--- src/rtl/hh_pkg.sv ---
// Shared fixed-point constants, FSM state type and saturating helper for the neuron tile.
// Latency: none (declarations only).
// Backpressure: not applicable.
package hh_pkg;

    localparam int WIDTH        = 16;
    localparam int DECIMAL_BITS = 7;
    localparam int ONE          = 1 << DECIMAL_BITS;

    typedef enum logic {
        IDLE  = 1'b0,
        COUNT = 1'b1
    } hh_state_t;

    // Unsigned add that clamps at 2^w-1 instead of wrapping (w <= 32).
    function automatic logic [31:0] sat_add_u(input logic [31:0] a,
                                               input logic [31:0] b,
                                               input int unsigned w);
        logic [32:0] sum;
        logic [32:0] lim;
        sum = {1'b0, a} + {1'b0, b};
        lim = (33'd1 << w) - 33'd1;
        return (sum > lim) ? lim[31:0] : sum[31:0];
    endfunction

endpackage

--- src/rtl/spike_trace.sv ---
// Leaky spike trace: decays by trace>>TAU_SHIFT each cycle, adds ONE per gated event, saturates.
// Latency: 1 cycle from ev_gated to trace.
// Backpressure: none; updates every cycle.
module spike_trace #(
    parameter int WIDTH        = hh_pkg::WIDTH,
    parameter int DECIMAL_BITS = hh_pkg::DECIMAL_BITS,
    parameter int TAU_SHIFT    = 4
) (
    input  logic             clk,
    input  logic             reset,
    input  logic             ev_gated,
    output logic [WIDTH-1:0] trace
);
    import hh_pkg::*;

    localparam logic [31:0] INC = 32'd1 << DECIMAL_BITS;

    logic [WIDTH-1:0] decayed;
    logic [WIDTH-1:0] trace_next;

    // Decay never underflows (subtracting a fraction of itself); only the add can overflow.
    always_comb begin
        decayed    = trace - (trace >> TAU_SHIFT);
        trace_next = WIDTH'(sat_add_u(32'(decayed), ev_gated ? INC : 32'd0, WIDTH));
    end

    // Trace register.
    always_ff @(posedge clk) begin
        if (reset) trace <= '0;
        else       trace <= trace_next;
    end

endmodule

--- src/rtl/spike_rate_decoder.sv ---
// Spike-train decoder: per-window rising-edge count (valid/ready), leaky trace, optional ISI (SPIKE_DECODE_ISI_EN).
// Latency: rate_valid rises 1 cycle after the window-close cycle; trace/isi update 1 cycle after the edge.
// Backpressure: a window result arriving while an unaccepted result is held is dropped and sets sticky overrun.
module spike_rate_decoder #(
    parameter int WIDTH         = hh_pkg::WIDTH,
    parameter int DECIMAL_BITS  = hh_pkg::DECIMAL_BITS,
    parameter int WINDOW_CYCLES = 1024,
    parameter int COUNT_W       = 8,
    parameter int TAU_SHIFT     = 4
) (
    input  logic               clk,
    input  logic               reset,
    input  logic               en,
    input  logic               spike,
    output logic [COUNT_W-1:0] rate_out,
    output logic               rate_valid,
    input  logic               rate_ready,
    output logic               overrun,
    output logic [WIDTH-1:0]   trace_out
`ifdef SPIKE_DECODE_ISI_EN
    ,
    output logic [WIDTH-1:0]   isi_out,
    output logic               isi_valid
`endif
);
    import hh_pkg::*;

    localparam int                WCNT_W = $clog2(WINDOW_CYCLES);
    localparam logic [WCNT_W-1:0] WLAST  = WCNT_W'(WINDOW_CYCLES - 1);

    hh_state_t          state_q;
    hh_state_t          state_d;
    logic               spike_d;
    logic               ev;
    logic               count_en;
    logic               win_close;
    logic [WCNT_W-1:0]  wcnt;
    logic [COUNT_W-1:0] scnt;
    logic [COUNT_W-1:0] scnt_inc;

    assign ev        = spike & ~spike_d;
    // A window only closes (and publishes) while still enabled; dropping en discards it.
    assign count_en  = (state_q == COUNT) && en;
    assign win_close = count_en && (wcnt == WLAST);
    assign scnt_inc  = COUNT_W'(sat_add_u(32'(scnt), {31'd0, ev}, COUNT_W));

    // Spike delay for edge detection; runs in every state.
    always_ff @(posedge clk) begin
        if (reset) spike_d <= 1'b0;
        else       spike_d <= spike;
    end

    // FSM state register.
    always_ff @(posedge clk) begin
        if (reset) state_q <= IDLE;
        else       state_q <= state_d;
    end

    // FSM next state: en alone moves between IDLE and COUNT.
    always_comb begin
        state_d = state_q;
        case (state_q)
            IDLE:    if (en)  state_d = COUNT;
            COUNT:   if (!en) state_d = IDLE;
            default: state_d = IDLE;
        endcase
    end

    // Window and spike counters; an edge on the closing cycle is folded into the result.
    always_ff @(posedge clk) begin
        if (reset || !count_en || win_close) begin
            wcnt <= '0;
            scnt <= '0;
        end else begin
            wcnt <= wcnt + 1'b1;
            scnt <= scnt_inc;
        end
    end

    // Result publication and consumer handshake.
    always_ff @(posedge clk) begin
        if (reset) begin
            rate_out   <= '0;
            rate_valid <= 1'b0;
            overrun    <= 1'b0;
        end else if (win_close) begin
            if (!rate_valid || rate_ready) begin
                rate_out   <= scnt_inc;
                rate_valid <= 1'b1;
            end else begin
                overrun    <= 1'b1;
            end
        end else if (rate_valid && rate_ready) begin
            rate_valid <= 1'b0;
        end
    end

    spike_trace #(
        .WIDTH        (WIDTH),
        .DECIMAL_BITS (DECIMAL_BITS),
        .TAU_SHIFT    (TAU_SHIFT)
    ) u_trace (
        .clk      (clk),
        .reset    (reset),
        .ev_gated (ev && (state_q == COUNT)),
        .trace    (trace_out)
    );

`ifdef SPIKE_DECODE_ISI_EN
    logic [WIDTH-1:0] isi_cnt;
    logic             isi_armed;

    // Inter-spike interval: first edge in COUNT arms, each later edge reports and restarts at 1.
    always_ff @(posedge clk) begin
        if (reset) begin
            isi_cnt   <= '0;
            isi_armed <= 1'b0;
            isi_out   <= '0;
            isi_valid <= 1'b0;
        end else begin
            isi_valid <= 1'b0;
            if (state_q == IDLE) begin
                isi_cnt   <= '0;
                isi_armed <= 1'b0;
            end else if (ev) begin
                if (isi_armed) begin
                    isi_out   <= isi_cnt;
                    isi_valid <= 1'b1;
                end
                isi_cnt   <= WIDTH'(1);
                isi_armed <= 1'b1;
            end else if (isi_armed) begin
                isi_cnt   <= WIDTH'(sat_add_u(32'(isi_cnt), 32'd1, WIDTH));
            end
        end
    end
`endif

endmodule

--- config.mk ---
export PLATFORM = sky130hd
export DESIGN_NAME = spike_rate_decoder
export DESIGN_NICKNAME = d
export VERILOG_FILES = /design/src/rtl/hh_pkg.sv /design/src/rtl/spike_trace.sv /design/src/rtl/spike_rate_decoder.sv
export SDC_FILE = /design/constraint.sdc
export NUM_CORES = 1
export LEC_CHECK = 0
export CAP_MARGIN = 10
export CORE_MARGIN = 1.5
export CORE_UTILIZATION = 56
export DETAILED_ROUTE_END_ITERATION = 8
export PLACE_DENSITY = 0.8
export SYNTH_ARGS = -nofsm -noshare
export SYNTH_HDL_FRONTEND = slang
export SYNTH_HIERARCHICAL = 1
export SYNTH_SLANG_ARGS = --single-unit
export TNS_END_PERCENT = 100
--- constraint.sdc ---
create_clock -name clk -period 3.18 [get_ports clk]
set_input_delay 0.636 -clock clk [delete_from_list [all_inputs] [get_ports clk]]
set_output_delay 0.636 -clock clk [all_outputs]
set_load 0.03 [all_outputs]
-- After elaboration in Yosys (flattened, before gate mapping)
Cells that the tools add are included.
Widths: inputs -> output; s select.
- register bits: 46
- bits of input ports: 5
- output and inout port bits: 26
- word-level logic and storage cells: 39
- add/subtract/negate cells: 4
- order comparisons: 2
- eq/ne operators: 2
- multiplexer cells: 7
- bitwise logic cells: 3
- reduce and logical (&&, ||, !) cells: 13
- operator list (kind ; number):
    $gt 33x16->1 const B ; 1
    $add 16x8->17 ; 1
    $mux 16 ; 1
    $mux 8 ; 2
    $sub 16x12->16 ; 1
    $add 10x1->10 const B ; 1
    $eq 10x10->1 const B ; 1
    $add 8x1->9 ; 1
    $gt 9x8->1 const B ; 1
    $reduce_and 2->1 ; 3
    $logic_and 1x1->1 ; 4
    $mux 1 ; 4
    $logic_or 1x1->1 ; 3
    $logic_not 1->1 ; 2
    $ne 2x1->1 const B ; 1
    $not 1->1 ; 2
    $reduce_bool 2->1 ; 1
    $and 1x1->1 ; 1

-- Longest topological paths before layout
Gate-level depths: netlist of the first run.
- word-level depth: 7
- mapped depth: 13
- depth with buffers taken out: 12

-- By module
Netlist of the first run, hierarchy kept.
- by module, submodules not included (module ; times used ; cells an instance ; area an instance (sq um) ; sequential area each (sq um)):
    spike_trace ; 1 ; 173 ; 1402.6 ; 320.3
    spike_rate_decoder ; 1 ; 139 ; 1253.7 ; 600.6

-- Worst setup path before layout of the first run
No wires, ideal clock.
- path kind: register -> register
- start point: reg u_trace.trace[4]
- end point: reg u_trace.trace[0]
- setup time: 70 ps
- arrival: 2813 ps
- data required time: 3110 ps
- slack: 297 ps
- cell stages (with the launch flop): 13
- buffers on the path: 2
- period minus slack after synthesis: 2883 ps
- path through: dfxtp_1 > ha_1 > inv_1 > fa_1 > a211oi_1 > o211ai_1 > a31oi_1 > xnor2_1 > and4_4 > buf_6 > nand4_2 > buf_4 > a21oi_1
- word-level cells in the longest chain between the ends: 4
- ends and longest elaborated chain (what ; RTL line ; RTL):
    start, declared ; spike_trace.sv:12 ; output logic [WIDTH-1:0] trace
    start signal, assigned ; spike_trace.sv:30 ; else trace <= trace_next;
    $sub 16x12->16 * ; spike_trace.sv:23 ; decayed = trace - (trace >> TAU_SHIFT);
    $add 16x8->17 * ; hh_pkg.sv:21 ; sum = {1'b0, a} + {1'b0, b};
    $gt 33x16->1 ; hh_pkg.sv:23 ; return (sum > lim) ? lim[31:0] : sum[31:0];
    $mux 16 * ; hh_pkg.sv:23 ;
Every way passes the cells marked *; elsewhere a longest branch is shown, timed or not.
A chain may end at the register's enable or synchronous reset.

-- Worst setup path in the final report of the first run
- start point: reg u_trace.trace[0]
- end point: reg u_trace.trace[12]
The elaborated chain is that of the path after synthesis.

==> flow_summary_export.csv, run 1 <==
group,metric,value,unit
status,status,"complete, but fails checks",
status,violations,"design-rule violations",
finish,layout-drive-gt1-share,6.80,%
logic_synthesis,yosys.area_share.simple,22.0,%
placement,place_ws,0.167,ns
timing,maxSlewViolCount,0,
setup_path,crit_top_cell,"inv_1",
floorplanning,initial_core_util,59.8,%
setup_path,critPathBufInv,2,
routing,antenna_left,0,
grt,grt_pass1_vias,2226,
grt,grt_usage,23.7,%
logic_synthesis,ys.flop_type,"dfxtp_1",
logic_synthesis,synth_edf_count,0,
placement,io_buffers,30,
logic_synthesis,synthMuxAreaShare,0.377,%
power,vdd.ir_drop.worst,0.000411,V
routing,viasPerCell,5.98,
logic_synthesis,synth_top_family_by_area,"simple AND/OR/NAND/NOR gates",
floorplanning,fp.dieH,71.9,µm
grt,grt_max_degree,29,
grt,grt_pass1_wl,9.83,mm
setup_path,cp_top_family,"compound AO/OA/AOI/OAI gates",
clocking,cts_buffers,5,
clocking,cts_max_level,2,
clocking,post_cts_resized,0,
logic_synthesis,ys_top_cells_by_count,"dfxtp_1, a21oi_1, nor2_1, inv_1, xnor2_1",
clocking,cts_hold_buf,0,
logic_synthesis,synth_top_area_cell,"dfxtp_1",
clocking,clk_pin_slew,0.09,ns
logic_synthesis,netlist_area,0.00266,mm²
timing,fin_crit_sh,94.0,%
timing,fin_skew,0.00878,ns
setup_path,worstSetupPathType,"register to register",
logic_synthesis,yosysMostFrequentCell,"dfxtp_1",
finish,area.growth.synth_to_final,15.7,%
logic_synthesis,synthXorXnorAreaFrac,7.58,%
setup_path,cp_slowest_stage_delay,0.42,ns
setup_path,crit_slowest_cell,"fa_1",
logic_synthesis,synth_area_leaders,"dfxtp_1, ha_1, a21oi_1",
clocking,cts_buffer_depth,2,
timing,timing.slew.headroom,59.4,%
setup_path,startpoint_type,"register",
floorplanning,coreArea,0.00444,mm²
timing,setup_viol,0,
logic_synthesis,yosysWarnings,6,
floorplanning,fp.dieArea,0.00517,mm²
timing,finalHoldViolations,0,
routing,drc,2,
placement,place_hpwl,4.28,mm
timing,tightest_slew,0.605,ns
logic_synthesis,synthCells,312,
logic_synthesis,syn_nets,335,
logic_synthesis,synth-compound-area-share,21.0,%
logic_synthesis,ys_seq_area_share,34.7,%
placement,place_area,0.00296,mm²
clocking,clock_latency,0.30,ns
hold_path,min_path_type,"register to register",
timing,max_freq,335,MHz
routing,wl_per_cell,15.0,µm
grt,overflow,0,
timing,rsz0062_at_grt,"false",
logic_synthesis,ys_ff_latch,46,
clocking,cts_tree,"done",
timing,setup_tns,0,ns
logic_synthesis,yosysUniqueCellTypes,60,
logic_synthesis,synth_fa_ha_area_share,8.76,%
logic_synthesis,synth_top_area_share,34.7,%
floorplanning,rows,24,
run,cap_viol_max_count,0,
setup_path,path_cells,"inv_1 -> ha_1 -> inv_1 -> fa_1 -> a211oi_1 -> o21ai_1 -> a31oi_1 -> xnor2_1 -> and3_1 -> nand3_1 -> a311oi_1",
finish,n_antenna_cell,0,
setup_path,cp_data_arrival_time,3.18,ns
placement,gp_congestion,0.894,
setup_path,cp_max_fo,7,
routing,drt_first_pass_iters,6,
clocking,root_buffer,"clkbuf_8",
floorplanning,io_pins,31,
floorplanning,die_w,71.9,µm
routing,drt_first_iter_violations,169,
power,leakage,1.16,nW
logic_synthesis,async_reset_ff_share,0,%
setup_path,cp-end-kind,"register",
clocking,cts_sinks,46,
timing,fin_crit,2.99,ns
finish,nets,360,
logic_synthesis,avgSynthCellArea,8.51,µm²
finish,final_area,0.00307,mm²
clocking,postCtsSetupBuffers,0,
setup_path,required,3.37,ns
timing,setup_ws,0.191,ns
routing,vias,2333,
power,power_density,1070,mW/mm²
routing,finalWirelength,5.85,mm
grt,antenna_found_initial,0,
## state kept, by name, indices dropped and copies added (netlist names)
signal         flops
overrun            1
rate_out           8
rate_valid         1
scnt               8
spike_d            1
state_q            1
u_trace/trace     16
wcnt              10
## cell type report
class / count / area (µm²)
clock buffer: 6 / 82.6
clock inverter: 2 / 12.5
fill: 385 / 1370
inverter: 19 / 71.3
multi-input combinational: 233 / 1610
sequential: 46 / 921
tap: 52 / 65.1
timing repair buffer: 32 / 315
## placed cells by master, fill, tap and decap left out, types with 3 or more instances in the layout
master | Yosys | final
a211oi_1 | 5 | 5
a21o_1 | 6 | 6
a21oi_1 | 34 | 33
a31oi_1 | 8 | 7
and2_1 | 4 | 4
and3_1 | 5 | 5
and4_1 | 3 | 3
clkbuf_8 | 0 | 6
clkdlybuf4s50_1 | 0 | 30
dfxtp_1 | 46 | 46
ha_1 | 17 | 17
inv_1 | 19 | 19
nand2_1 | 15 | 15
nand2b_1 | 3 | 3
nand3_1 | 17 | 17
nand4_1 | 3 | 3
nor2_1 | 27 | 27
nor2b_1 | 6 | 6
nor3_1 | 6 | 6
o2111ai_1 | 4 | 4
o21ai_0 | 8 | 8
or3_1 | 3 | 3
xnor2_1 | 18 | 18
xor2_1 | 5 | 5
## final timing paths
path / startpoint / endpoint / slack [ns] / depth (start not counted)
max: u_trace/trace[0]$_SDFF_PP0_ / u_trace/trace[12]$_SDFF_PP0_ / 0.19 / 11
min: overrun$_SDFFE_PP0P_ / overrun$_SDFFE_PP0P_ / 0.48 / 2
max reg2reg: u_trace/trace[0]$_SDFF_PP0_ / u_trace/trace[12]$_SDFF_PP0_ / 0.19 / 11
min reg2reg: overrun$_SDFFE_PP0P_ / overrun$_SDFFE_PP0P_ / 0.48 / 2
## per-stage QoR
stage	hold slack, ns	power (W)	util (%)	cells
2_1_floorplan	0.441	0.00244	-	312
3_3_place_gp	0.453	0.00283	66.6	382
3_5_place_dp	0.459	0.00285	66.6	382
4_1_cts	0.481	0.00324	68.7	390
5_1_grt	0.504	0.00356	69.1	390
6_report	0.482	0.00330	69.1	390
## tightest hold or removal path, cell delays in order (launching register included)
cell	delay, ns
dfxtp_1	0.34
a21oi_1	0.04
nor2_1	0.07
## layer usage
metal,up-vias,track usage [%],share of wire (%)
li1,1174,-,-
met1,1099,30.0,44
met2,51,40.5,50
met3,9,3.23,3.7
met4,0,9.64,1.4
met5,-,0,0
## power by group
part | leakage (nW) | switching, W | internal (W) | total (W)
Combinational | 0.741 | 0.00126 | 0.000920 | 0.00218
Clock | 0.0472 | 0.000199 | 0.000175 | 0.000374
Sequential | 0.375 | 0.0000762 | 0.000670 | 0.000746
## kinds of logic (layout without fill, tap and decap cells)
kind of cell / after synthesis / count (layout)
simple gates: 106 / 106
buf+inv: 33 / 59
flops: 46 / 46
fa+ha+maj: 18 / 18
compound gates: 85 / 85
mux: 1 / 1
xor+xnor: 23 / 23
Power figures use the tool's default switching activity.
==> run 2: changes to the inputs <==
CORE_ASPECT_RATIO = 1.2   (was default)
HOLD_SLACK_MARGIN = 0.06   (was default)
==> run 2 against run 1 <==
  * The run now ends clean
  * Sequential cell count did not move
  * Clock-buffer cell count did not move
  * Routed wire length fell by 4.3%
  * Register-to-register slack improved by 0.05 ns
  * Critical path depth fell by 1
  * Clock power rose by 13%
  * Via count rose by 0.56%
  * Total power rose by 1.3%
  * Sequential power barely moved
  * Critical endpoint unchanged
==> flow_summary_export.csv, run 2 (synthesized netlist as in run 1, its figures left out) <==
group,metric,value,unit
finish,layout-drive-gt1-share,6.51,%
setup_path,r2r_cells,10,
setup_path,cp-end-kind,"register",
clocking,clk_pin_slew,0.08,ns
placement,io_buffers,30,
setup_path,crit_slowest_cell,"fa_1",
routing,vias,2346,
clocking,postCtsSetupBuffers,0,
floorplanning,coreArea,0.00456,mm²
timing,timing.slew.headroom,65.0,%
setup_path,cp_data_arrival_time,3.13,ns
routing,maxUsedRoutingLayer,"met4",
clocking,post_cts_resized,0,
routing,wl_met2,2.80,mm
placement,gp_congestion,0.852,
finish,reg_top3,"u_trace/trace: 16 flops, wcnt: 10 flops",
clocking,cts_max_level,2,
routing,dr_wl_met3,262,µm
placement,place_area,0.00297,mm²
grt,grt_pass1_vias,2199,
placement,place_hpwl,4.07,mm
clocking,cts_buffers,5,
status,status,"finished, final reports clean",
grt,grt_pass1_wl,9.37,mm
finish,final_common_cell,"dfxtp_1",
finish,area.growth.synth_to_final,16.3,%
finish,final_core_util,67.8,%
finish,layout_common_cells,"dfxtp_1, a21oi_1, clkdlybuf4s50_1",
setup_path,worstReg2RegEnd,"u_trace/trace[12]$_SDFF_PP0_",
floorplanning,fp.dieArea,0.00517,mm²
finish,largest_reg_flops,16,
finish,final_area,0.00309,mm²
floorplanning,initial_core_util,58.2,%
clocking,root_buffer,"clkbuf_8",
routing,wl_met1,2.45,mm
routing,finalWirelength,5.60,mm
timing,maxSlewViolCount,0,
timing,finalHoldViolations,0,
routing,drc,0,
run,cap_viol_max_count,0,
timing,tightest_slew,0.522,ns
timing,fin_crit_sh,92.5,%
routing,drt_first_pass_iters,5,
finish,max_flop_register,"u_trace/trace",
clocking,cts_sinks,46,
power,leakage,1.17,nW
setup_path,cp_max_fo,4,
clocking,cts_hold_buf,0,
setup_path,startpoint,"u_trace/trace[4]$_SDFF_PP0_",
grt,overflow,0,
timing,max_freq,340,MHz
floorplanning,io_pins,31,
placement,place_ws,0.186,ns
grt,grt_usage,22.6,%
routing,viasPerCell,5.92,
clocking,cts_buffer_depth,2,
floorplanning,rows,27,
clocking,clock_latency,0.29,ns
finish,fillCellCount,397,
timing,setup_ws,0.239,ns
routing,wl_per_cell,14.1,µm
floorplanning,die_w,65.9,µm
finish,multiInputGateArea,0.00160,mm²
setup_path,worstSetupEndpoint,"u_trace/trace[12]$_SDFF_PP0_",
power,finalPower,0.00334,W
power,power_density,1080,mW/mm²
grt,antenna_found_initial,0,
setup_path,required,3.37,ns
setup_path,path_cells,"ha_1 -> inv_1 -> fa_1 -> a211oi_1 -> o211ai_1 -> a31oi_1 -> a32oi_1 -> a21oi_2 -> nand3_1 -> a311oi_1",
setup_path,worstSetupPathType,"register to register",
setup_path,startpoint_type,"register",
routing,antenna_left,0,
setup_path,reg2reg_from,"u_trace/trace[4]$_SDFF_PP0_",
finish,nets,360,
hold_path,min_path_type,"register to register",
clocking,cts_tree,"done",
timing,fin_crit,2.94,ns
timing,fin_skew,0.00776,ns
routing,drt_first_iter_violations,212,
setup_path,cp_slowest_stage_delay,0.43,ns
setup_path,r2r_setup_slack,0.24,ns
finish,n_antenna_cell,0,
grt,grt_max_degree,29,
floorplanning,fp.dieH,78.4,µm
timing,setup_viol,0,
finish,regArea,921,µm²
power,vdd.ir_drop.worst,0.000394,V
-- run 2: cell count changes in the layout (fill, tap and decap cells not counted), sizes merged --
cell,change
clkinv,-1
bufinv,+1
-- run 2: worst min-delay path by stage --
stage | start | end | slack, ns | cells past startpoint
after detailed placement | wcnt[0]$_SDFF_PP0_ | wcnt[0]$_SDFF_PP0_ | 0.47 | 1
final | overrun$_SDFFE_PP0P_ | overrun$_SDFFE_PP0P_ | 0.48 | 2
after floorplan | wcnt[0]$_SDFF_PP0_ | wcnt[0]$_SDFF_PP0_ | 0.44 | 1
after global placement | overrun$_SDFFE_PP0P_ | overrun$_SDFFE_PP0P_ | 0.46 | 2
after global routing | overrun$_SDFFE_PP0P_ | overrun$_SDFFE_PP0P_ | 0.53 | 2
after CTS | wcnt[0]$_SDFF_PP0_ | wcnt[0]$_SDFF_PP0_ | 0.49 | 1
-- run 2: stage by stage --
| step | TNS [ns] | hold slack (ns) | std cells |
|---|---|---|---|
| 2_1_floorplan | 0 | 0.441 | 312 |
| 3_3_place_gp | 0 | 0.457 | 388 |
| 3_5_place_dp | 0 | 0.467 | 388 |
| 4_1_cts | 0 | 0.486 | 396 |
| 5_1_grt | -0.0702 | 0.529 | 396 |
| 6_report | 0 | 0.481 | 396 |
-- run 2: area by class of cell --
| type | count | share of cell area, % |
|---|---|---|
| tap | 58 | 2.35 |
| timing repair buffer | 32 | 10.2 |
| inverter | 19 | 2.31 |
| clock buffer | 6 | 2.35 |
| sequential | 46 | 29.8 |
| multi-input combinational | 233 | 51.8 |
| clock inverter | 2 | 1.21 |
-- run 2: metal layers --
metal	track usage, %	vias to the layer above
met5	0	-
met4	7.29	0
met1	27.6	1098
met2	39.3	72
li1	-	1168
met3	4.30	8
-- run 2: worst max-delay path, delay by kind of cell, from the launching register on --
family                     cells  cell delay (ns)
AOI/OAI and AO/OA              6             1.59
adders and majority gates      2             0.63
buffers and inverters          1             0.06
DFF                            1             0.37
and+or+nand+nor                1             0.17
-- run 2: where the power goes --
part           internal, W  switching, W  leakage [nW]
registers         0.000670     0.0000766         0.375
clock network     0.000234      0.000187        0.0514
logic             0.000914       0.00126         0.740
total              0.00182       0.00153          1.17
==> RTL change 1 (settings of run 2) <==
Put one more register stage on the output `overrun`, without a reset. The value now appears one clock later. The other outputs are not delayed to match.
--- a/src/rtl/spike_rate_decoder.sv
+++ b/src/rtl/spike_rate_decoder.sv
@@ -28,4 +28,6 @@
     localparam int                WCNT_W = $clog2(WINDOW_CYCLES);
     localparam logic [WCNT_W-1:0] WLAST  = WCNT_W'(WINDOW_CYCLES - 1);
+
+    logic overrun_s0;
 
     hh_state_t          state_q;
@@ -83,5 +85,5 @@
             rate_out   <= '0;
             rate_valid <= 1'b0;
-            overrun    <= 1'b0;
+            overrun_s0 <= 1'b0;
         end else if (win_close) begin
             if (!rate_valid || rate_ready) begin
@@ -89,5 +91,5 @@
                 rate_valid <= 1'b1;
             end else begin
-                overrun    <= 1'b1;
+                overrun_s0 <= 1'b1;
             end
         end else if (rate_valid && rate_ready) begin
@@ -137,4 +139,8 @@
 `endif
 
+    always_ff @(posedge clk) begin
+        overrun <= overrun_s0;
+    end
+
 endmodule
 
Function: no difference found for any inputs over 10 cycles, from zero or initial values and one cycle with reset high; that may be too few to reach the edited logic, so the function may still have changed.
==> RTL change 1 against run 2 <==
- sequential cell count up 1
- count of clock-buffer cells in the layout stayed put
- design area rose by 1.0%
- total power up 1.2%
- synthesized area rose by 0.75%
- utilization grew 0.18 points
- setup slack better by 0.058 ns
- wire length rose by 3.2%
- maximum frequency increased by 2.0%
- critical path type unchanged
==> RTL change 1: results (changes against run 2) <==
Worst-Skew Late Latency 0.30 ns; H-tree levels 2 (unchanged); first-pass GRT wire length 9490 um (was 9370 um); Yosys warning total 6 (unchanged); maxcap violations 0 (unchanged); layout cell share with drive strength beyond 1 6.78% (was 6.51%); Max rail drop VDD 0.000436 V (was 0.000394 V); Num CTS Buffers 5 (unchanged); Post-synth ARST share 0% (unchanged); Nets 361 (was 360); Iteration-0 DRC Markers 107 (was 212); Setup Skew 0.00606 ns (was 0.00776 ns); final WL 5780 um (was 5600 um); number of global-route vias before repair 2,132 (was 2,199); Max Root-Sink Buffers 2 (unchanged); syn nets 336 (was 335); outcome finished, final reports clean (unchanged); Netlist cell types 60 (unchanged); R2R Path Start u_trace/trace[4]$_SDFF_PP0_ (unchanged); Slew @ Worst Pin 0.577 ns (was 0.522 ns); GP Congestion 0.851 (was 0.852); top cells by count, synth 47 x dfxtp_1, 34 x a21oi_1, 27 x nor2_1 (was 46 x dfxtp_1, 34 x a21oi_1, 27 x nor2_1); Crit. Startpoint u_trace/trace[4]$_SDFF_PP0_ (unchanged); Vias per Instance 5.81 (was 5.92); ant diodes 0 (unchanged); Leak 1.19 nW (was 1.17 nW); CTS Root Cell clkbuf_8 (unchanged); setup slack at placement 0.0992 ns (was 0.186 ns); Hold Startpoint overrun_s0$_SDFFE_PP0P_ (was overrun$_SDFFE_PP0P_); Synth Flop Type dfxtp_1 (unchanged); biggest regs u_trace/trace x16, wcnt x10 (unchanged); post-synthesis sequential area ratio 35.2% (was 34.7%); crit-path max FO 12 (was 4); TritonRoute pass-1 iters 4 (was 5); pin count of the biggest net entering global routing 29 (unchanged); Port Buffers 30 (unchanged); DP Wirelength 4330 um (was 4070 um); Total GRT Usage 23.5% (was 22.6%); top post-synthesis cells by area dfxtp_1 35%, ha_1 7.9%, a21oi_1 6.4% (was dfxtp_1 35%, ha_1 8.0%, a21oi_1 6.4%)
[RTL change 1: cell types whose count changed in the layout (fill, tap and decap cells not counted), sizes merged]
| cell | before | now |
|---|---|---|
| clkinv | 0 | 1 |
| dfxtp | 46 | 47 |
| clkinvlp | 1 | 0 |
[RTL change 1: worst paths after layout]
kind,end,slack [ns],cells past startpoint
worst max-delay path,u_trace/trace[2]$_SDFF_PP0_,0.30,10
worst min-delay path,overrun$_DFF_P_,0.35,0
worst max register to register,u_trace/trace[2]$_SDFF_PP0_,0.30,10
worst min register to register,overrun$_DFF_P_,0.35,0
[RTL change 1: what timing repair did]
| item | 4_1_cts | 5_1_grt |
|---|---|---|
| setup endpoints to repair | 0 | 13 |
| resized for setup | 0 | 3 |
| setup buffers | 0 | 0 |
[RTL change 1: power breakdown]
part | internal, W | switching (W)
clock network | 0.000254 | 0.000196
logic | 0.000919 | 0.00126
registers | 0.000682 | 0.0000761
[RTL change 1: kinds of logic (layout without fill, tap and decap cells)]
logic type                 Yosys count  count (layout)  share of synthesized area (%)
muxes                                1               1                          0.374
DFF                                 47              47                           35.2
xor gates and xnor gates            23              23                           7.53
adders and majority gates           18              18                           8.70
and+or+nand+nor                    106             106                           21.8
AOI/OAI and AO/OA                   85              85                           20.9
buffers and inverters               33              59                           5.56
[RTL change 1: area by class of cell]
type | instances | area [um2]
clock inverters | 2 | 35.0
repair buffers | 32 | 315
multi-input cells | 233 | 1600
well taps | 58 | 72.6
clock buffers | 6 | 82.6
flip-flops and latches | 47 | 941
fillers | 415 | 1470
inverters | 19 | 71.3
[RTL change 1: critical path: stages, from the launching register on]
cell	delay, ns
dfxtp_1	0.37
ha_1	0.19
inv_1	0.06
fa_1	0.43
a211oi_2	0.30
o211ai_1	0.19
a31oi_1	0.25
xnor2_1	0.25
and4_4	0.35
nand4_4	0.20
a21oi_1	0.22
[RTL change 1: stage by stage]
step	hold slack [ns]	cells	utilization, %	cell area [um2]
floorplan	0.331	313	-	2680
global placement	0.345	389	65.0	2990
detailed placement	0.338	389	65.0	2990
CTS	0.355	397	67.6	3100
global route	0.371	397	67.9	3120
finish	0.354	397	67.9	3120
[RTL change 1: routing by layer]
layer / track usage [%] / wire (um)
met1: 27.2 / 2470
met2: 43.0 / 3100
met3: 4.25 / 166
met4: 7.35 / 42
met5: 0 / 0
==> RTL change 2 (config.mk and constraints of run 2) <==
Made on the original files. Build with the macro `SPIKE_DECODE_ISI_EN` defined.
--- a/src/rtl/spike_rate_decoder.sv
+++ b/src/rtl/spike_rate_decoder.sv
@@ -2,4 +2,6 @@
 // Latency: rate_valid rises 1 cycle after the window-close cycle; trace/isi update 1 cycle after the edge.
 // Backpressure: a window result arriving while an unaccepted result is held is dropped and sets sticky overrun.
+`define SPIKE_DECODE_ISI_EN
+
 module spike_rate_decoder #(
     parameter int WIDTH         = hh_pkg::WIDTH,
Check against the original RTL (old outputs only; new: isi_out and isi_valid): equivalent (Yosys induction, for registers that start in step).
==> RTL change 2 against run 2 <==
- synthesized cell count grew 58%
- sequential cell count grew 34
- design area grew 56%
- non-clock buffer count grew 17
- utilization shrank 0.76 points
- setup slack gained 0.041 ns
- largest power group unchanged
- die area grew 52%
- largest cell class unchanged
- synthesized area grew 54%
- wire length grew 59%
- combinational power is essentially flat
- total power grew 26%
- critical endpoint is now u_trace/trace[8]$_SDFF_PP0_
==> RTL change 2: results (changes against run 2) <==
outcome finished, final reports clean (unchanged); Sw Share 40.1% (was 45.6%); Vias per Instance 5.88 (was 5.92); initial antenna violation count 0 (unchanged); top-area cell type share of the netlist area 39.1% (was 34.7%); worst hold path type reg2reg (unchanged); CTS Root Cell clkbuf_8 (unchanged); Post-synth ARST share 0% (unchanged); first-pass GRT wire length 15,100 um (was 9370 um); RR Endpoint u_trace/trace[8]$_SDFF_PP0_ (was u_trace/trace[12]$_SDFF_PP0_); hold path depth 2 (unchanged); DP Wirelength 6590 um (was 4070 um); Setup Skew 0.00947 ns (was 0.00776 ns); Netlist cell types 60 (unchanged); slowest CP cell fa_1 (unchanged); syn nets 519 (was 335); setup slack at placement 0.205 ns (was 0.186 ns); Hold Startpoint isi_out[10]$_SDFFE_PP0P_ (was overrun$_SDFFE_PP0P_); Max Root-Sink Buffers 2 (unchanged); post-synthesis sequential area ratio 39.1% (was 34.7%); Synth Flop Type dfxtp_1 (unchanged); GP Congestion 0.932 (was 0.852); H-tree levels 3 (was 2); Num CTS Buffers 9 (was 5); Max rail drop VDD 0.000604 V (was 0.000394 V); Finished Layout Cells 623 (was 396); fill count 627 (was 397); Slew @ Worst Pin 0.767 ns (was 0.522 ns); top cells by count, synth 80 x dfxtp_1, 54 x nand2_1, 53 x a21oi_1 (was 46 x dfxtp_1, 34 x a21oi_1, 27 x nor2_1); R2R Path Start u_trace/trace[4]$_SDFF_PP0_ (unchanged); ant diodes 0 (unchanged); CP arrival 3.17 ns (was 3.13 ns); Hold EP isi_out[10]$_SDFFE_PP0P_ (was overrun$_SDFFE_PP0P_); top post-synthesis cells by area dfxtp_1 39%, a21oi_1 6.5%, ha_1 5.8% (was dfxtp_1 35%, ha_1 8.0%, a21oi_1 6.4%); Leak 1.73 nW (was 1.17 nW); TritonRoute pass-1 iters 4 (was 5); Iteration-0 DRC Markers 138 (was 212); max incr delay on CP 0.42 ns; Port Buffers 47 (was 30); reg2reg setup slack 0.28 ns (was 0.24 ns); Nets 553 (was 360); min Tclk post-route 2.90 ns (was 2.94 ns); final WL 8920 um (was 5600 um); Clock Pin Slew Worst Setup and Hold Paths 0.08 ns (about the same); number of global-route vias before repair 3,477 (was 2,199); Worst-Skew Late Latency 0.35 ns (was 0.29 ns); biggest regs isi_cnt x16, isi_out x16, u_trace/trace x16 (was u_trace/trace x16, wcnt x10); layout cell share with drive strength beyond 1 5.63% (was 6.51%); pin count of the biggest net entering global routing 48 (was 29); dpl cells 607 (was 388); Yosys warning total 6 (unchanged); Total GRT Usage 23.9% (was 22.6%); r2r worst-path depth 10 (unchanged); crit-path max FO 12 (was 4); Avg Inst Size Synth 8.30 um2 (was 8.51 um2)
-- RTL change 2: changes by cell type after synthesis, sizes merged, moves of 4 or more --
cell,delta
clkbuf,+9
and3,+7
nand3,+4
nand4,+6
nor3,+15
dfxtp,+34
nor2,+10
nand2,+39
a211oi,+4
a21oi,+19
a31oi,+5
o21ai,+6
-- RTL change 2: routing by layer --
layer / global-route usage (%) / part of all wire [%]
met2: 41.0 / 51
met4: 8.89 / 1.8
met5: 0 / 0
met3: 3.68 / 3.6
met1: 29.5 / 43
-- RTL change 2: power by group through the flow --
stage,sequential [W],clock (W),combinational [W]
final,0.00118,0.000869,0.00218
after global routing,0.00119,0.000929,0.00241
after CTS,0.00118,0.000883,0.00213
after detailed placement,0.00120,0,0.00211
after global placement,0.00120,0,0.00207
after floorplan,0.00134,0,0.00156
-- RTL change 2: kinds of logic after synthesis --
kind of cell	share of synthesized area (%)
AOI/OAI and AO/OA	18.7
muxes	0.244
adders and majority gates	6.29
DFF	39.1
and+or+nand+nor	25.4
xor gates and xnor gates	5.34
buffers and inverters	4.91
-- RTL change 2: worst max path at each step --
stage	cells after the start	end	start
detailed placement	10	u_trace/trace[8]$_SDFF_PP0_	u_trace/trace[4]$_SDFF_PP0_
global placement	10	u_trace/trace[0]$_SDFF_PP0_	u_trace/trace[4]$_SDFF_PP0_
CTS	10	u_trace/trace[8]$_SDFF_PP0_	u_trace/trace[4]$_SDFF_PP0_
global route	11	u_trace/trace[12]$_SDFF_PP0_	u_trace/trace[5]$_SDFF_PP0_
floorplan	12	u_trace/trace[0]$_SDFF_PP0_	u_trace/trace[4]$_SDFF_PP0_
finish	10	u_trace/trace[8]$_SDFF_PP0_	u_trace/trace[4]$_SDFF_PP0_
-- RTL change 2: per-stage QoR --
step	hold slack [ns]	util, %	instance area [um2]
finish	0.458	67.0	4820
global route	0.479	67.0	4820
CTS	0.458	66.8	4800
detailed placement	0.446	63.6	4570
global placement	0.434	63.6	4570
floorplan	0.418	-	4100
-- RTL change 2: worst max-delay path: cells and delay by family (launching register included) --
family	cells	cell delay, ns
AO/OA/AOI/OAI	4	1.02
adder cells (fa/ha/maj)	2	0.60
flip-flops	1	0.38
XOR/XNOR	1	0.24
buffers and inverters	1	0.05
AND/OR/NAND/NOR	2	0.55
-- RTL change 2: layout make-up --
type | count | area [um2] | area share (%)
Multi-Input combinational cell | 367 | 2310 | 47.9
Timing Repair Buffer | 49 | 480 | 9.97
Clock inverter | 6 | 108 | 2.23
Sequential cell | 80 | 1600 | 33.2
Inverter | 21 | 78.8 | 1.64
Clock buffer | 10 | 128 | 2.65
Tap cell | 90 | 113 | 2.34
-- RTL change 2: repair_timing --
item,CTS,global route
setup endpoints to repair,0,13
gates resized for setup,0,2
setup buffers,0,0
